==> src/rtl/mem_arbiter_n.sv <==
// mem_arbiter_n
// N-channel arbiter that sits between per-client caches (I-cache, D-cache,
// prefetch/victim buffers) and the single cacheline adaptor. It serves one
// full-line transaction at a time. The winner is chosen by round-robin
// (RR_MODE=1) or by fixed priority with channel 0 highest (RR_MODE=0).
//
// Handshake: a client raises ch_read and/or ch_write together with a stable
// address and write line. It holds the request until its ch_resp bit pulses
// for one cycle. Downstream, mem_read/mem_write stay high with stable
// address/data until mem_resp pulses for one cycle. mem_resp outside BUSY has
// no meaning and is ignored.
//
// Ports:
//   clk, rst        clock, synchronous active-high reset
//   ch_read/write   per-channel line read/write request (NUM_CH bits)
//   ch_address      packed per-channel addresses, channel i at [i*ADDR_W +: ADDR_W]
//   ch_wdata        packed per-channel write lines, channel i at [i*LINE_W +: LINE_W]
//   ch_rdata        read line broadcast to all channels (passthrough of mem_rdata)
//   ch_resp         one-hot completion pulse for the served channel
//   mem_*           registered downstream request, plus mem_rdata/mem_resp return
//   grant           index of the channel being served, valid while busy
//   busy            a transaction is outstanding
//   dbg_state       FSM state (0 IDLE, 1 BUSY, 2 DONE)
module mem_arbiter_n #(
  parameter int NUM_CH  = 2,
  parameter int LINE_W  = 256,
  parameter int ADDR_W  = 32,
  parameter int RR_MODE = 1,
  localparam int GW     = (NUM_CH > 1) ? $clog2(NUM_CH) : 1
) (
  input  logic                     clk,
  input  logic                     rst,
  input  logic [NUM_CH-1:0]        ch_read,
  input  logic [NUM_CH-1:0]        ch_write,
  input  logic [NUM_CH*ADDR_W-1:0] ch_address,
  input  logic [NUM_CH*LINE_W-1:0] ch_wdata,
  output logic [LINE_W-1:0]        ch_rdata,
  output logic [NUM_CH-1:0]        ch_resp,
  output logic                     mem_read,
  output logic                     mem_write,
  output logic [ADDR_W-1:0]        mem_address,
  output logic [LINE_W-1:0]        mem_wdata,
  input  logic [LINE_W-1:0]        mem_rdata,
  input  logic                     mem_resp,
  output logic [GW-1:0]            grant,
  output logic                     busy,
  output logic [1:0]               dbg_state
);

  typedef enum logic [1:0] {
    IDLE = 2'd0,
    BUSY = 2'd1,
    DONE = 2'd2
  } state_t;

  state_t            state, state_nxt;
  logic [NUM_CH-1:0] pending;
  logic              any_pending;
  logic [GW-1:0]     last;
  logic [GW-1:0]     win;
  logic [GW-1:0]     cand;

  assign pending     = ch_read | ch_write;
  assign any_pending = |pending;
  assign ch_rdata    = mem_rdata;
  assign dbg_state   = state;

  // Winner selection. Both loops walk from the least preferred candidate to
  // the most preferred one, so the last hit is the winner.
  always_comb begin
    win  = '0;
    cand = '0;
    if (RR_MODE != 0) begin
      // Search order last+1, last+2, ... modulo NUM_CH.
      for (int k = NUM_CH; k >= 1; k--) begin
        cand = GW'((int'(last) + k) % NUM_CH);
        if (pending[cand]) win = cand;
      end
    end else begin
      for (int k = NUM_CH - 1; k >= 0; k--) begin
        if (pending[k]) win = GW'(k);
      end
    end
  end

  always_ff @(posedge clk) begin
    if (rst) state <= IDLE;
    else     state <= state_nxt;
  end

  always_comb begin
    state_nxt = state;
    case (state)
      IDLE:    if (any_pending) state_nxt = BUSY;
      BUSY:    if (mem_resp)    state_nxt = DONE;
      DONE:    state_nxt = IDLE;
      default: state_nxt = IDLE;
    endcase
  end

  // Downstream request register. Everything the adaptor sees is captured at
  // the grant edge, so later changes on ch_* cannot disturb a transaction.
  always_ff @(posedge clk) begin
    if (rst) begin
      mem_read    <= 1'b0;
      mem_write   <= 1'b0;
      mem_address <= '0;
      mem_wdata   <= '0;
      grant       <= '0;
      busy        <= 1'b0;
      last        <= GW'(NUM_CH - 1);
    end else begin
      case (state)
        IDLE: begin
          if (any_pending) begin
            grant       <= win;
            mem_address <= ch_address[win*ADDR_W +: ADDR_W];
            mem_wdata   <= ch_wdata[win*LINE_W +: LINE_W];
            // A channel raising both read and write is treated as a write.
            mem_write   <= ch_write[win];
            mem_read    <= ch_read[win] & ~ch_write[win];
            busy        <= 1'b1;
            if (RR_MODE != 0) last <= win;
          end
        end
        BUSY: begin
          if (mem_resp) begin
            mem_read  <= 1'b0;
            mem_write <= 1'b0;
            busy      <= 1'b0;
          end
        end
        default: ;
      endcase
    end
  end

  // Completion is forwarded in the same cycle as mem_resp, only while BUSY.
  always_comb begin
    ch_resp = '0;
    if (state == BUSY && mem_resp) ch_resp[grant] = 1'b1;
  end

  a_resp_onehot: assert property (@(posedge clk) disable iff (rst) $onehot0(ch_resp));
  a_rd_wr_excl:  assert property (@(posedge clk) disable iff (rst) !(mem_read && mem_write));

endmodule

==> config.mk <==
export PLATFORM = sky130hd
export DESIGN_NAME = mem_arbiter_n
export DESIGN_NICKNAME = d
export VERILOG_FILES = /design/src/rtl/mem_arbiter_n.sv
export SDC_FILE = /design/constraint.sdc
export NUM_CORES = 1
export LEC_CHECK = 0
export BUFFER_PORTS_ARGS = -buffer_cell sky130_fd_sc_hd__buf_4
export CORE_AREA = 4 4 541 543
export DETAILED_ROUTE_END_ITERATION = 10
export DIE_AREA = 0 0 545 547
export HOLD_SLACK_MARGIN = 0.03
export MAX_ROUTING_LAYER = met4
export PLACE_DENSITY = 0.3
export SYNTH_ARGS = -nofsm -noshare
export SYNTH_HDL_FRONTEND = slang
export SYNTH_SLANG_ARGS = --single-unit
export TNS_END_PERCENT = 30
==> constraint.sdc <==
create_clock -name clk -period 3.7 [get_ports clk]
set_clock_uncertainty 0.15 [all_clocks]
set_input_delay 1.11 -clock clk [delete_from_list [all_inputs] [get_ports clk]]
set_output_delay 1.11 -clock clk [all_outputs]
set_load 0.03 [all_outputs]
==> results of run 1 <==
-- layout by cell type (no fill, tap or decap), drive strengths merged --
master | netlist | final
a211oi | 288 | 288
a21oi | 293 | 293
a221o | 1 | 1
a22oi | 1 | 1
and2 | 1 | 1
and3b | 1 | 1
buf | 329 | 930
clkbuf | 87 | 70
clkinv | 0 | 11
clkinvlp | 0 | 3
dfxtp | 295 | 295
diode | 0 | 32
inv | 1 | 3
nand2 | 290 | 290
nand2b | 1 | 1
nand3 | 2 | 2
nand3b | 1 | 1
nor2 | 293 | 293
o21ai | 2 | 2
o31a | 1 | 1
o31ai | 1 | 1
or2 | 1 | 1
or3 | 1 | 1
or3b | 1 | 1
-- area by class of cell --
cell class	instances	area, um2	area share
repair buffers	930	7330	0.287
inverters	1	3.75	0.000147
flip-flops and latches	295	5910	0.232
clock buffers	70	1350	0.0530
well taps	3781	4730	0.185
multi-input cells	1179	5950	0.233
clock inverters	16	164	0.00643
diodes	32	80.1	0.00314
-- state kept, by name (all words and copies together) (netlist names) --
register,flops
dbg_state,2
grant,1
busy,1
mem_address,32
mem_read,1
mem_wdata,256
last,1
mem_write,1
-- report_power, final --
| group | internal [W] | switching (W) | leakage, nW |
|---|---|---|---|
| Clock | 0.00255 | 0.00207 | 0.732 |
| Combinational | 0.00152 | 0.00302 | 7.02 |
| Sequential | 0.00360 | 0.000296 | 2.45 |
| Total | 0.00767 | 0.00539 | 10.2 |
-- per-stage QoR --
stage,area [um2],utilization,hold slack (ns)
after floorplan,14500,-,0.330
after detailed placement,23900,0.0831,0.304
after CTS,25400,0.0884,0.315
after global routing,25500,0.0886,0.328
after global placement,23900,0.0831,0.306
final,25500,0.0887,0.316
-- worst max-delay path, stage by stage --
cell	delay [ns]
buf_4	0.09
nand3b_1	0.07
buf_4	0.19
nor2_1	0.11
buf_4	0.17
-- worst paths after layout --
kind,cells past startpoint,to,slack [ns]
setup / recovery,5,ch_resp[0],0.68
hold / removal,2,busy,0.32
setup reg to reg,6,mem_wdata[45],1.46
hold reg to reg,2,busy,0.32
-- cell families after synthesis --
group	synth area share
simple gates	0.155
compound gates	0.255
buf+inv	0.182
flops	0.408
-- routing by layer --
| metal | global-route usage | share of wire |
|---|---|---|
| met1 | 0.104 | 0.33 |
| met2 | 0.168 | 0.43 |
| met3 | 0.102 | 0.21 |
| met4 | 0.0432 | 0.038 |
| met5 | - | 0 |
-- cells in the mapped netlist --
| library cell | count | area, um2 |
|---|---|---|
| a211oi_1 | 288 | 2160 |
| a21oi_1 | 293 | 1470 |
| a221o_1 | 1 | 10.0 |
| a22oi_1 | 1 | 7.51 |
| and2_1 | 1 | 6.26 |
| and3b_1 | 1 | 8.76 |
| buf_1 | 3 | 11.3 |
| buf_2 | 60 | 300 |
| buf_4 | 266 | 2000 |
| clkbuf_1 | 87 | 327 |
| dfxtp_1 | 295 | 5910 |
| inv_1 | 1 | 3.75 |
| nand2_1 | 290 | 1090 |
| nand2b_1 | 1 | 6.26 |
| nand3_1 | 2 | 10.0 |
| nand3b_1 | 1 | 7.51 |
| nor2_1 | 293 | 1100 |
| o21ai_0 | 2 | 10.0 |
| o31a_1 | 1 | 8.76 |
| o31ai_4 | 1 | 21.3 |
| or2_1 | 1 | 6.26 |
| or3_1 | 1 | 6.26 |
| or3b_2 | 1 | 8.76 |
==> impl_metrics.ini, run 1 <==
[pwr]
ir_drop_uv = 308
p_leak_nw = 10.2
power.density_mw_per_mm2 = 512
power_w = 0.0131

[logic_synthesis]
ys_seq_elements = 295
syn-cell-area_mm2 = 0.0145
ys_warn_count = 0
synth_fp_nets = 2730
synth_cell_types = 23
avgSynthCellArea_um2 = 7.66
netlist_instances = 1891
ys_seq_area_frac = 0.408

[floorplan]
num_io_pins = 1391
start_util = 0.0503
fp.dieH_um = 547
core_region_area_mm2 = 0.288
die_w_um = 545
dieArea_mm2 = 0.298
num_rows = 197

[clock_tree]
clockBufferDepth = 3
cts_tree = done
cts_made_buffers = 47
clock_latency_ns = 0.68
cts_setup_buffers = 0
cts_hold_buf = 0
clock-sinks = 295
clock_tree.root_cell = clkbuf_16
htreeDepth = 2
clk_pin_slew_ns = 0.06
ctsResizeCount = 0

[grt]
grtUsageTotal = 0.114
antenna_found_initial = 74
grt_pass1_vias = 16780
grt_max_degree = 94
grt_pass1_wl_um = 209000
overflow = 0

[sta]
worst_slew_pin_slew_ns = 0.962
slew-limit-headroom = 0.358
finalSetupTns_ns = 0
finalSetupViolCount = 0
period_share = 0.815
rsz0062_at_grt = false
period_minus_slack_ns = 3.02
hold_viol = 0
worst_slack_ns = 0.683
finalMaxSlewViolations = 0
fmax_mhz = 331

[place]
post-place-ws_ns = 0.518
gp_congestion = 0.781
portBuffers = 878
dpl.cell_count = 6186
dpl.hpwl_um = 150000

[run]
maxCapViolations = 0

[status]
status = finished, final reports clean

[route]
vias = 16367
drt_iter0_drc = 889
firstDrtPassIters = 5
ant_nets = 0
vias_per_cell = 2.60
wire_per_inst_um = 27.5
drc_errors = 0
drt_wl_total_um = 173000

[cells_and_area]
num-fill-cells = 33762
fin_cells = 6304
area_growth_pct = 76.2
nNetsFinal = 3293
drive_gt1_frac = 0.404

[worst_setup_path]
endpoint_kind = output pin
startpoint_type = input port
path_class = input port to output pin
crit_start = mem_resp
cp.required_ns = 2.44
crit_fanout = 6
r2r_start = dbg_state[1]
worstPathArrival_ns = 1.76

[hold_path]
hold_path.class = flop to flop
worstHoldStart = busy
Power figures use the tool's default switching activity.
==> run 2: changes to the inputs <==
--- a/config.mk
+++ b/config.mk
@@ -5,10 +5,11 @@
 export SDC_FILE = /design/constraint.sdc
 export NUM_CORES = 1
 export LEC_CHECK = 0
+export ABC_AREA = 1
 export BUFFER_PORTS_ARGS = -buffer_cell sky130_fd_sc_hd__buf_4
-export CORE_AREA = 4 4 541 543
+export CORE_AREA = 4 4 537 539
 export DETAILED_ROUTE_END_ITERATION = 10
-export DIE_AREA = 0 0 545 547
+export DIE_AREA = 0 0 541 543
 export HOLD_SLACK_MARGIN = 0.03
 export MAX_ROUTING_LAYER = met4
 export PLACE_DENSITY = 0.3
==> constraint.sdc (replaced) <==
create_clock -name clk -period 3.1 [get_ports clk]
set_clock_uncertainty 0.15 [all_clocks]
set_input_delay 0.93 -clock clk [delete_from_list [all_inputs] [get_ports clk]]
set_output_delay 0.93 -clock clk [all_outputs]
set_load 0.03 [all_outputs]
==> impl_metrics.ini, run 2 <==
[logic_synthesis]
async_flop_share = 0
synth-xor-area-share = 0
syn-cell-area_mm2 = 0.0171
ys.flop_type = dfxtp_1
synth_top_family_by_area = simple AND/OR/NAND/NOR gates
synth_most_common_cell = nand2_1
avgSynthCellArea_um2 = 6.17
ys_seq_elements = 295
ys_seq_area_frac = 0.346
ys_top_cells_by_area = dfxtp_1, nand2_1, nor2_1, buf_4, nand3_1
netlist_instances = 2765
synth_fp_nets = 3604
ys_warn_count = 0
synth_cell_types = 19
synth_edf_count = 0
synth-simple-area-share = 0.409
synthAdderAreaFrac = 0
muxShareOfSynthArea = 0
synth_compound_area_frac = 0.00242
synth_top_area_share = 0.346
synth_commonest_cells = nand2_1, nor2_1, dfxtp_1, inv_1, nand3_1
yosysTopAreaCell = dfxtp_1

[route]
vias = 19143
firstDrtPassIters = 5
vias_per_cell = 2.67
drt_wl_total_um = 158000
wire_per_inst_um = 22.0
ant_nets = 0
drc_errors = 0
drt_iter0_drc = 1058

[sta]
finalMaxSlewViolations = 0
period_share = 0.890
period_minus_slack_ns = 2.76
finalSetupTns_ns = 0
worst_slew_pin_slew_ns = 0.582
slew-limit-headroom = 0.612
rsz0062_at_grt = false
hold_viol = 0
finalSetupViolCount = 0
fmax_mhz = 363
worst_hold_slack_ns = 0.329

[status]
status = finished, final reports clean

[place]
portBuffers = 878
dpl.cell_count = 7061
gp_congestion = 0.814
dpl.hpwl_um = 137000

[cells_and_area]
num-fill-cells = 33551
layout_commonest_cell = buf_4
drive_gt1_frac = 0.304
final_cell_mix = buf_4, nand2_1, nor2_1, inv_1, dfxtp_1
area_growth_pct = 63.1
seq_area_mm2 = 0.00591
fin_cells = 7161
largest_register_ffs = 256
multi_input_area_mm2 = 0.00703
nNetsFinal = 4188
regMostFlops = mem_wdata

[worst_setup_path]
worstPathArrival_ns = 1.68
cp.required_ns = 2.02
crit_fanout = 6
endpoint_kind = output pin
startpoint_type = flop
path_class = flop to output pin

[floorplan]
num_rows = 196
start_util = 0.0601
die_w_um = 541
core_region_area_mm2 = 0.284
fp.dieH_um = 543
num_io_pins = 1391
dieArea_mm2 = 0.294

[pwr]
power.switching_w = 0.00650
p_int_w = 0.00965
switching_share = 0.403
seqPwrFrac = 0.287
pwr-share-comb = 0.357
power.density_mw_per_mm2 = 581
p_leak_nw = 14.2
clock_power_share = 0.355
power_w = 0.0162
ir_drop_uv = 339

[clock_tree]
cts_setup_buffers = 0
clock_tree.root_cell = clkbuf_16
clock-sinks = 295
clock_latency_ns = 0.67
clk_pin_slew_ns = 0.05
cts_tree = done
cts_made_buffers = 48
ctsResizeCount = 0
htreeDepth = 2
clockBufferDepth = 3
cts_hold_buf = 0

[grt]
grt_max_degree = 66
grt_pass1_wl_um = 199000
overflow = 0
grt_pass1_vias = 19324
grtUsageTotal = 0.106
antenna_found_initial = 47

[run]
maxCapViolations = 0

[hold_path]
hold_path.class = flop to flop
run 2: final cells by class:
cell class	instances	share of cell area
flip-flops and latches	295	0.212
clock buffers	73	0.0498
inverters	296	0.0405
diodes	12	0.00108
clock inverters	15	0.00778
well taps	3762	0.169
repair buffers	949	0.266
multi-input cells	1759	0.253
run 2: worst paths after layout:
path	from	end	slack [ns]	cells after the start
hold / removal	busy	busy	0.33	2
setup reg to reg	dbg_state[1]	mem_wdata[177]	0.88	7
hold reg to reg	busy	busy	0.33	2
setup / recovery	dbg_state[0]	ch_resp[0]	0.34	5
run 2: power by group through the flow:
| stage | Combinational (W) | Sequential, W | Clock [W] |
|---|---|---|---|
| after global routing | 0.00642 | 0.00470 | 0.00621 |
| after detailed placement | 0.00601 | 0.00473 | 0 |
| final | 0.00577 | 0.00464 | 0.00574 |
| after global placement | 0.00602 | 0.00473 | 0 |
| after CTS | 0.00603 | 0.00466 | 0.00614 |
| after floorplan | 0.00260 | 0.00560 | 0 |
run 2: layer usage:
metal | wire, um | track usage | share of wire | vias to the layer above
met5 | 0 | - | 0 | -
met3 | 25300 | 0.0750 | 0.16 | 351
met4 | 7160 | 0.0434 | 0.045 | 0
li1 | - | - | - | 9166
met2 | 65200 | 0.151 | 0.41 | 1021
met1 | 60000 | 0.111 | 0.38 | 8605
run 2: logic make-up (layout without fill, tap and decap cells):
family | after synthesis | in the layout
buffers and inverters | 711 | 1333
AO/OA/AOI/OAI | 7 | 7
AND/OR/NAND/NOR | 1752 | 1752
other | 0 | 12
flip-flops | 295 | 295
run 2: per-stage QoR:
step           worst slack, ns  cell area (um2)  utilization
3_5_place_dp             0.351            26200       0.0922
5_1_grt                  0.160            27800       0.0979
3_3_place_gp             0.358            26200       0.0922
2_1_floorplan            0.564            17100            -
6_report                 0.342            27800       0.0979
4_1_cts                  0.216            27800       0.0978
run 2: critical path, stage by stage, from the launching register on:
cell	delay (ns)
dfxtp_1	0.37
inv_1	0.05
nor2_1	0.11
nand2_1	0.16
nor2_1	0.13
buf_4	0.17
